### config.mk
export PLATFORM = sky130hd
export DESIGN_NAME = comp_arbiter
export DESIGN_NICKNAME = d
export VERILOG_FILES = /design/src/rtl/comp_arbiter_pkg.sv /design/src/rtl/comp.sv /design/src/rtl/comp_arbiter_rr_pick.sv /design/src/rtl/comp_arbiter.sv
export SDC_FILE = /design/constraint.sdc
export NUM_CORES = 1
export LEC_CHECK = 0
export CAP_MARGIN = 5
export CORE_AREA = 2 2 55 82
export CTS_CLUSTER_DIAMETER = 60
export DETAILED_ROUTE_END_ITERATION = 10
export DIE_AREA = 0 0 57 84
export PLACE_DENSITY = 0.85
export SYNTH_ARGS = -nofsm -noshare
export SYNTH_HDL_FRONTEND = slang
export SYNTH_SLANG_ARGS = --single-unit
### constraint.sdc
create_clock -name Clk -period 3.21 [get_ports Clk]
set_input_delay 0.4815 -clock Clk [delete_from_list [all_inputs] [get_ports Clk]]
set_output_delay 0.4815 -clock Clk [all_outputs]
set_load 0.005 [all_outputs]
### src/rtl/comp_arbiter_pkg.sv
// Shared constants for the comparator arbiter: FSM encoding, default sizes
// and a constant-foldable ceil(log2) used to validate the index width.
package comp_arbiter_pkg;

   localparam logic ST_IDLE = 1'b0;
   localparam logic ST_EVAL = 1'b1;

   localparam int DEF_DATAWIDTH = 8;
   localparam int DEF_NUM_REQ   = 4;

   function automatic int clog2(input int value);
      int result;
      result = 0;
      for (int i = 0; i < 31; i++) begin
         if ((32'sd1 <<< i) < value) begin
            result = i + 1;
         end else begin
            result = result;
         end
      end
      return result;
   endfunction

endpackage

### src/rtl/comp.sv
// Unsigned magnitude comparator shared by all requesters of comp_arbiter.
module comp #(
   parameter int DATAWIDTH = 8
) (
   input  logic [DATAWIDTH-1:0] a,
   input  logic [DATAWIDTH-1:0] b,
   output logic                 gt,
   output logic                 lt,
   output logic                 eq
);

   assign gt = (a > b);
   assign lt = (a < b);
   assign eq = (a == b);

endmodule

### src/rtl/comp_arbiter_rr_pick.sv
// Round-robin winner selection: scans a doubled request vector starting at
// the pointer so the wrap-around needs no modulo arithmetic on the vector.
module comp_arbiter_rr_pick
   import comp_arbiter_pkg::*;
#(
   parameter int NUM_REQ = DEF_NUM_REQ,
   parameter int ID_W    = 2
) (
   input  logic [NUM_REQ-1:0] req_i,
   input  logic [ID_W-1:0]    ptr_i,
   output logic [ID_W-1:0]    win_o,
   output logic               any_o
);

   logic [2*NUM_REQ-1:0] dbl_s;
   logic [ID_W:0]        idx_s;
   logic [ID_W:0]        wrap_s;
   logic                 found_s;

   assign dbl_s = {req_i, req_i};
   assign any_o = |req_i;

   always_comb begin
      win_o   = '0;
      found_s = 1'b0;
      idx_s   = '0;
      wrap_s  = '0;
      for (int k = 0; k < NUM_REQ; k++) begin
         idx_s = {1'b0, ptr_i} + (ID_W+1)'(k);
         if (!found_s && dbl_s[idx_s]) begin
            found_s = 1'b1;
            // Fold the doubled-vector position back onto a requester index
            if (idx_s >= (ID_W+1)'(NUM_REQ)) begin
               wrap_s = idx_s - (ID_W+1)'(NUM_REQ);
            end else begin
               wrap_s = idx_s;
            end
            win_o = wrap_s[ID_W-1:0];
         end else begin
            found_s = found_s;
         end
      end
   end

endmodule

### src/rtl/comp_arbiter.sv
// Round-robin arbiter sharing one magnitude comparator among NUM_REQ
// requesters; grant latches operands, the following edge returns the result.
module comp_arbiter
   import comp_arbiter_pkg::*;
#(
   parameter int DATAWIDTH = DEF_DATAWIDTH,
   parameter int NUM_REQ   = DEF_NUM_REQ,
   parameter int ID_W      = 2
) (
   input  logic                         Clk,
   input  logic                         Rst,
   input  logic [NUM_REQ-1:0]           req,
   input  logic [NUM_REQ*DATAWIDTH-1:0] a_in,
   input  logic [NUM_REQ*DATAWIDTH-1:0] b_in,
   output logic [NUM_REQ-1:0]           ack,
   output logic                         gt,
   output logic                         lt,
   output logic                         eq,
   output logic [ID_W-1:0]              res_id,
   output logic                         busy
);

   if (ID_W != clog2(NUM_REQ) || NUM_REQ < 2 || NUM_REQ > 8) begin : g_bad_params
      $error("comp_arbiter: NUM_REQ must be 2..8 and ID_W must equal clog2(NUM_REQ)");
   end

   logic                 state_q, state_d;
   logic [ID_W-1:0]      rr_ptr_q, rr_ptr_d;
   logic [ID_W-1:0]      gnt_id_q, gnt_id_d;
   logic [DATAWIDTH-1:0] a_q, a_d, b_q, b_d;
   logic [NUM_REQ-1:0]   ack_q, ack_d;
   logic                 gt_q, gt_d, lt_q, lt_d, eq_q, eq_d;
   logic [ID_W-1:0]      res_id_q, res_id_d;
   logic [ID_W-1:0]      win_s;
   logic                 any_s;
   logic                 cmp_gt_s, cmp_lt_s, cmp_eq_s;

   comp_arbiter_rr_pick #(.NUM_REQ(NUM_REQ), .ID_W(ID_W)) u_pick (
      .req_i (req),
      .ptr_i (rr_ptr_q),
      .win_o (win_s),
      .any_o (any_s)
   );

   comp #(.DATAWIDTH(DATAWIDTH)) u_comp (
      .a  (a_q),
      .b  (b_q),
      .gt (cmp_gt_s),
      .lt (cmp_lt_s),
      .eq (cmp_eq_s)
   );

   always_ff @(posedge Clk) begin
      if (Rst) begin
         state_q <= ST_IDLE;
      end else begin
         state_q <= state_d;
      end
   end

   always_comb begin
      state_d = ST_IDLE;
      case (state_q)
         ST_IDLE: state_d = any_s ? ST_EVAL : ST_IDLE;
         ST_EVAL: state_d = ST_IDLE;
         default: state_d = ST_IDLE;
      endcase
   end

   always_comb begin
      rr_ptr_d = rr_ptr_q;
      gnt_id_d = gnt_id_q;
      a_d      = a_q;
      b_d      = b_q;
      ack_d    = '0;
      gt_d     = gt_q;
      lt_d     = lt_q;
      eq_d     = eq_q;
      res_id_d = res_id_q;
      case (state_q)
         ST_IDLE: begin
            if (any_s) begin
               a_d      = a_in[int'(win_s)*DATAWIDTH +: DATAWIDTH];
               b_d      = b_in[int'(win_s)*DATAWIDTH +: DATAWIDTH];
               gnt_id_d = win_s;
            end else begin
               gnt_id_d = gnt_id_q;
            end
         end
         ST_EVAL: begin
            gt_d     = cmp_gt_s;
            lt_d     = cmp_lt_s;
            eq_d     = cmp_eq_s;
            res_id_d = gnt_id_q;
            ack_d    = NUM_REQ'(1) << gnt_id_q;
            // The just-served requester drops to lowest priority
            if (gnt_id_q == ID_W'(NUM_REQ-1)) begin
               rr_ptr_d = '0;
            end else begin
               rr_ptr_d = gnt_id_q + ID_W'(1);
            end
         end
         default: begin
            ack_d = '0;
         end
      endcase
   end

   always_ff @(posedge Clk) begin
      if (Rst) begin
         rr_ptr_q <= '0;
         gnt_id_q <= '0;
         a_q      <= '0;
         b_q      <= '0;
         ack_q    <= '0;
         gt_q     <= 1'b0;
         lt_q     <= 1'b0;
         eq_q     <= 1'b0;
         res_id_q <= '0;
      end else begin
         rr_ptr_q <= rr_ptr_d;
         gnt_id_q <= gnt_id_d;
         a_q      <= a_d;
         b_q      <= b_d;
         ack_q    <= ack_d;
         gt_q     <= gt_d;
         lt_q     <= lt_d;
         eq_q     <= eq_d;
         res_id_q <= res_id_d;
      end
   end

   assign ack    = ack_q;
   assign gt     = gt_q;
   assign lt     = lt_q;
   assign eq     = eq_q;
   assign res_id = res_id_q;
   assign busy   = (state_q != ST_IDLE);

endmodule
==> flow_summary.ini <==
[logic_synthesis]
syn-mean-instance-area_um2 = 10.0
synth.top_cell.area_share_pct = 34.1
synth.top_cells.by_count = 38 x mux2i_1, 30 x dfxtp_1, 17 x nand2_1
synth.lib_cells_used.distinct = 31
ys_seq_elements = 30
synthesis_warning_total = 0
synth.net_count = 255
synth_ff_type = dfxtp_1
netlist.top_cell.by_area = dfxtp_1
netlist_instances = 176
async_reset_ff_share_pct = 0
synth.top_cells.by_area = dfxtp_1 34%, mux2i_1 22%, o221ai_2 8.5%
cell_area_after_synthesis_um2 = 1760
synthMostInstantiatedCell = mux2i_1
synth_enable_flop_cells = 0
yosysSeqAreaShare_pct = 34.1

[sta]
slew-limit-headroom_pct = 58.8
final.setup_skew_ns = 0.00492
timing_max_transition_violations_final = 0
maxClockFrequency_mhz = 486
rsz0062_at_grt = no
final_period_minus_worst_setup_slack_ns = 2.06
timing.setup.tns_ns = 0
worst_pin_slew_ns = 0.617
hold_viol = 0
final.period_utilization_pct = 64.1
timing.final.setup_violations = 0

[setup_path]
critPathArrivalTime_ns = 2.26
timing.reg2reg.setup_slack_ns = 1.53
r2r-end = a_q[0]$_SDFFE_PP0P_
rr_startpoint = busy$_SDFF_PP0_
setup.worst_path.end_class = flip-flop
required_ns = 3.41
reg2regPathDepth = 4
worstPathMaxFanout = 16
crit_start = req[1]
critical_path_class = input port to flip-flop
start_kind = input port

[detailed_routing]
drtAntennaViolNets = 0
top_signal_layer_used = met4
drcViolationCount = 0
drt_iter0_drc = 24
routed-wl-met3_um = 291
detailedRoute.firstPassIterationCount = 3
viasPerCell = 5.17
wl_met2_um = 2320
wirelength_um = 4100
routedWlPerCell_um = 13.6
wl_met1_um = 1400
vias = 1562

[clock_tree]
clock_tree.htree_level_count = 2
cts_hold_buf = 0
cts_root_buffer = clkbuf_8
post_cts.resized_instances = 0
cts_post_setup_buffers_inserted = 0
ctsLongestPathBuffers = 2
clkTransAtPathRegs_ns = 0.06
worst_skew_pair.late_latency_ns = 0.28
cts_tree = built
cts.sink_count = 30
number_of_buffers_created_by_cts = 5

[power]
power.clock.fraction_pct = 28.5
worst_ir_drop_on_vdd_v = 0.000310
cellLeakagePower_nw = 1.00
netSwitchingPower_mw = 0.301
power.share.combinational_pct = 30.6
fraction_of_power_spent_switching_nets_pct = 27.8
power-per-cell-area_nw_per_um2 = 409
power_report.internal_total_mw = 0.781
report.power.total_mw = 1.08
seq_power_share_pct = 40.9

[min_path]
min_delay_src = b_q[5]$_SDFFE_PP0P_
hold_end = b_q[5]$_SDFFE_PP0P_
worst_hold_path.num_cells = 2
worst_hold_path_type = flip-flop to flip-flop

[die]
die_height_um = 84
placeableCoreArea_um2 = 4140
num_rows = 29
io_pins = 80
initial_util_pct = 42.6
die_width_um = 57
floorplan.die_area_um2 = 4790

[job]
max_cap_viol_count = 0

[global_route]
grt_start_max_net_pins = 34
antenna_found_initial = 0
grt_util_all_layers_pct = 18.1
globalRouteOverflowTotal = 0
via_count_of_the_first_global_routing_pass = 1614
global_route_wire_length_before_repair_um = 6770

[finish]
nFillCells = 361
core_util_final_pct = 63.9
multi_input_comb_area_um2 = 1040
area.growth.synth_to_final_pct = 50.0
area.sequential_um2 = 601
final_cell_area_um2 = 2650
layout-drive-gt1-share_pct = 9.77
stdcell_count = 302
num_antenna_cells = 0
finalNetCount = 334

[placed_design]
dp.final_hpwl_um = 3210
dp.cells = 294
portBuffers = 79
gp_congestion = 0.771
detailed_place.area_um2 = 2550

[run_status]
run_status = finished clean
cells in the final DEF (no fill, tap or decap), types with 2 or more instances in the layout:
cell type | synthesis | final
a21oi_1 | 7 | 7
clkbuf_8 | 0 | 6
clkdlybuf4s50_1 | 0 | 79
dfxtp_1 | 30 | 30
ha_1 | 9 | 9
inv_1 | 10 | 10
mux2i_1 | 38 | 38
nand2_1 | 17 | 17
nand2b_1 | 8 | 8
nand4_1 | 2 | 2
nor2_1 | 11 | 11
nor2b_1 | 2 | 2
nor3_1 | 4 | 4
o221ai_1 | 6 | 6
o221ai_2 | 10 | 10
cells by family (layout without fill, tap and decap cells):
family                     count (synthesis)  in the layout  synth area share [%]
DFF                                       30             30                  34.1
adders and majority gates                  9              9                  6.39
AOI/OAI and AO/OA                         31             31                  17.9
muxes                                     38             38                  21.6
buffers and inverters                     20            100                  7.17
and+or+nand+nor                           48             48                  12.9
metal layers:
| metal | vias up | track usage, % |
|---|---|---|
| li1 | 803 | - |
| met1 | 707 | 16.3 |
| met2 | 43 | 35.3 |
| met3 | 9 | 6.20 |
| met4 | 0 | 6.98 |
| met5 | - | 0 |
worst max path at each step:
stage / endpoint / slack, ns / depth (start not counted)
2_1_floorplan: a_q[0]$_SDFFE_PP0P_ / 1.56 / 6
3_3_place_gp: b_q[5]$_SDFFE_PP0P_ / 0.91 / 6
3_5_place_dp: b_q[7]$_SDFFE_PP0P_ / 0.89 / 7
4_1_cts: a_q[0]$_SDFFE_PP0P_ / 1.16 / 6
5_1_grt: a_q[6]$_SDFFE_PP0P_ / 0.98 / 6
6_report: a_q[0]$_SDFFE_PP0P_ / 1.15 / 6
stage by stage:
stage | hold slack, ns | setup WS (ns)
2_1_floorplan | 0.433 | 1.56
3_3_place_gp | 0.447 | 0.911
3_5_place_dp | 0.462 | 0.886
4_1_cts | 0.481 | 1.16
5_1_grt | 0.502 | 0.982
6_report | 0.471 | 1.15
power groups by stage:
stage,logic [mW],registers (mW),clock network [mW]
global placement,0.329,0.449,0
detailed placement,0.335,0.449,0
global route,0.369,0.446,0.331
finish,0.331,0.442,0.308
CTS,0.337,0.442,0.315
floorplan,0.211,0.440,0
critical path: stages:
cell	delay [ns]
clkdlybuf4s50_1	0.45
nor4_1	0.40
nor2_1	0.17
nor2_2	0.52
nand2_1	0.15
o221ai_2	0.08
cell type report:
| class | instances | area share (%) |
|---|---|---|
| clock buffer | 7 | 3.26 |
| tap | 46 | 2.18 |
| multi-input combinational | 126 | 39.2 |
| clock inverter | 1 | 0.189 |
| inverter | 11 | 1.56 |
| sequential | 30 | 22.7 |
| timing repair buffer | 81 | 30.9 |
sequential cells by signal, summed over array words and instances, names as in the netlist:
register	cells
a_q	8
rr_ptr_q	2
gt	1
lt	1
eq	1
ack	4
res_id	2
busy	1
b_q	8
gnt_id_q	2
(Power assumes the default switching activity.)
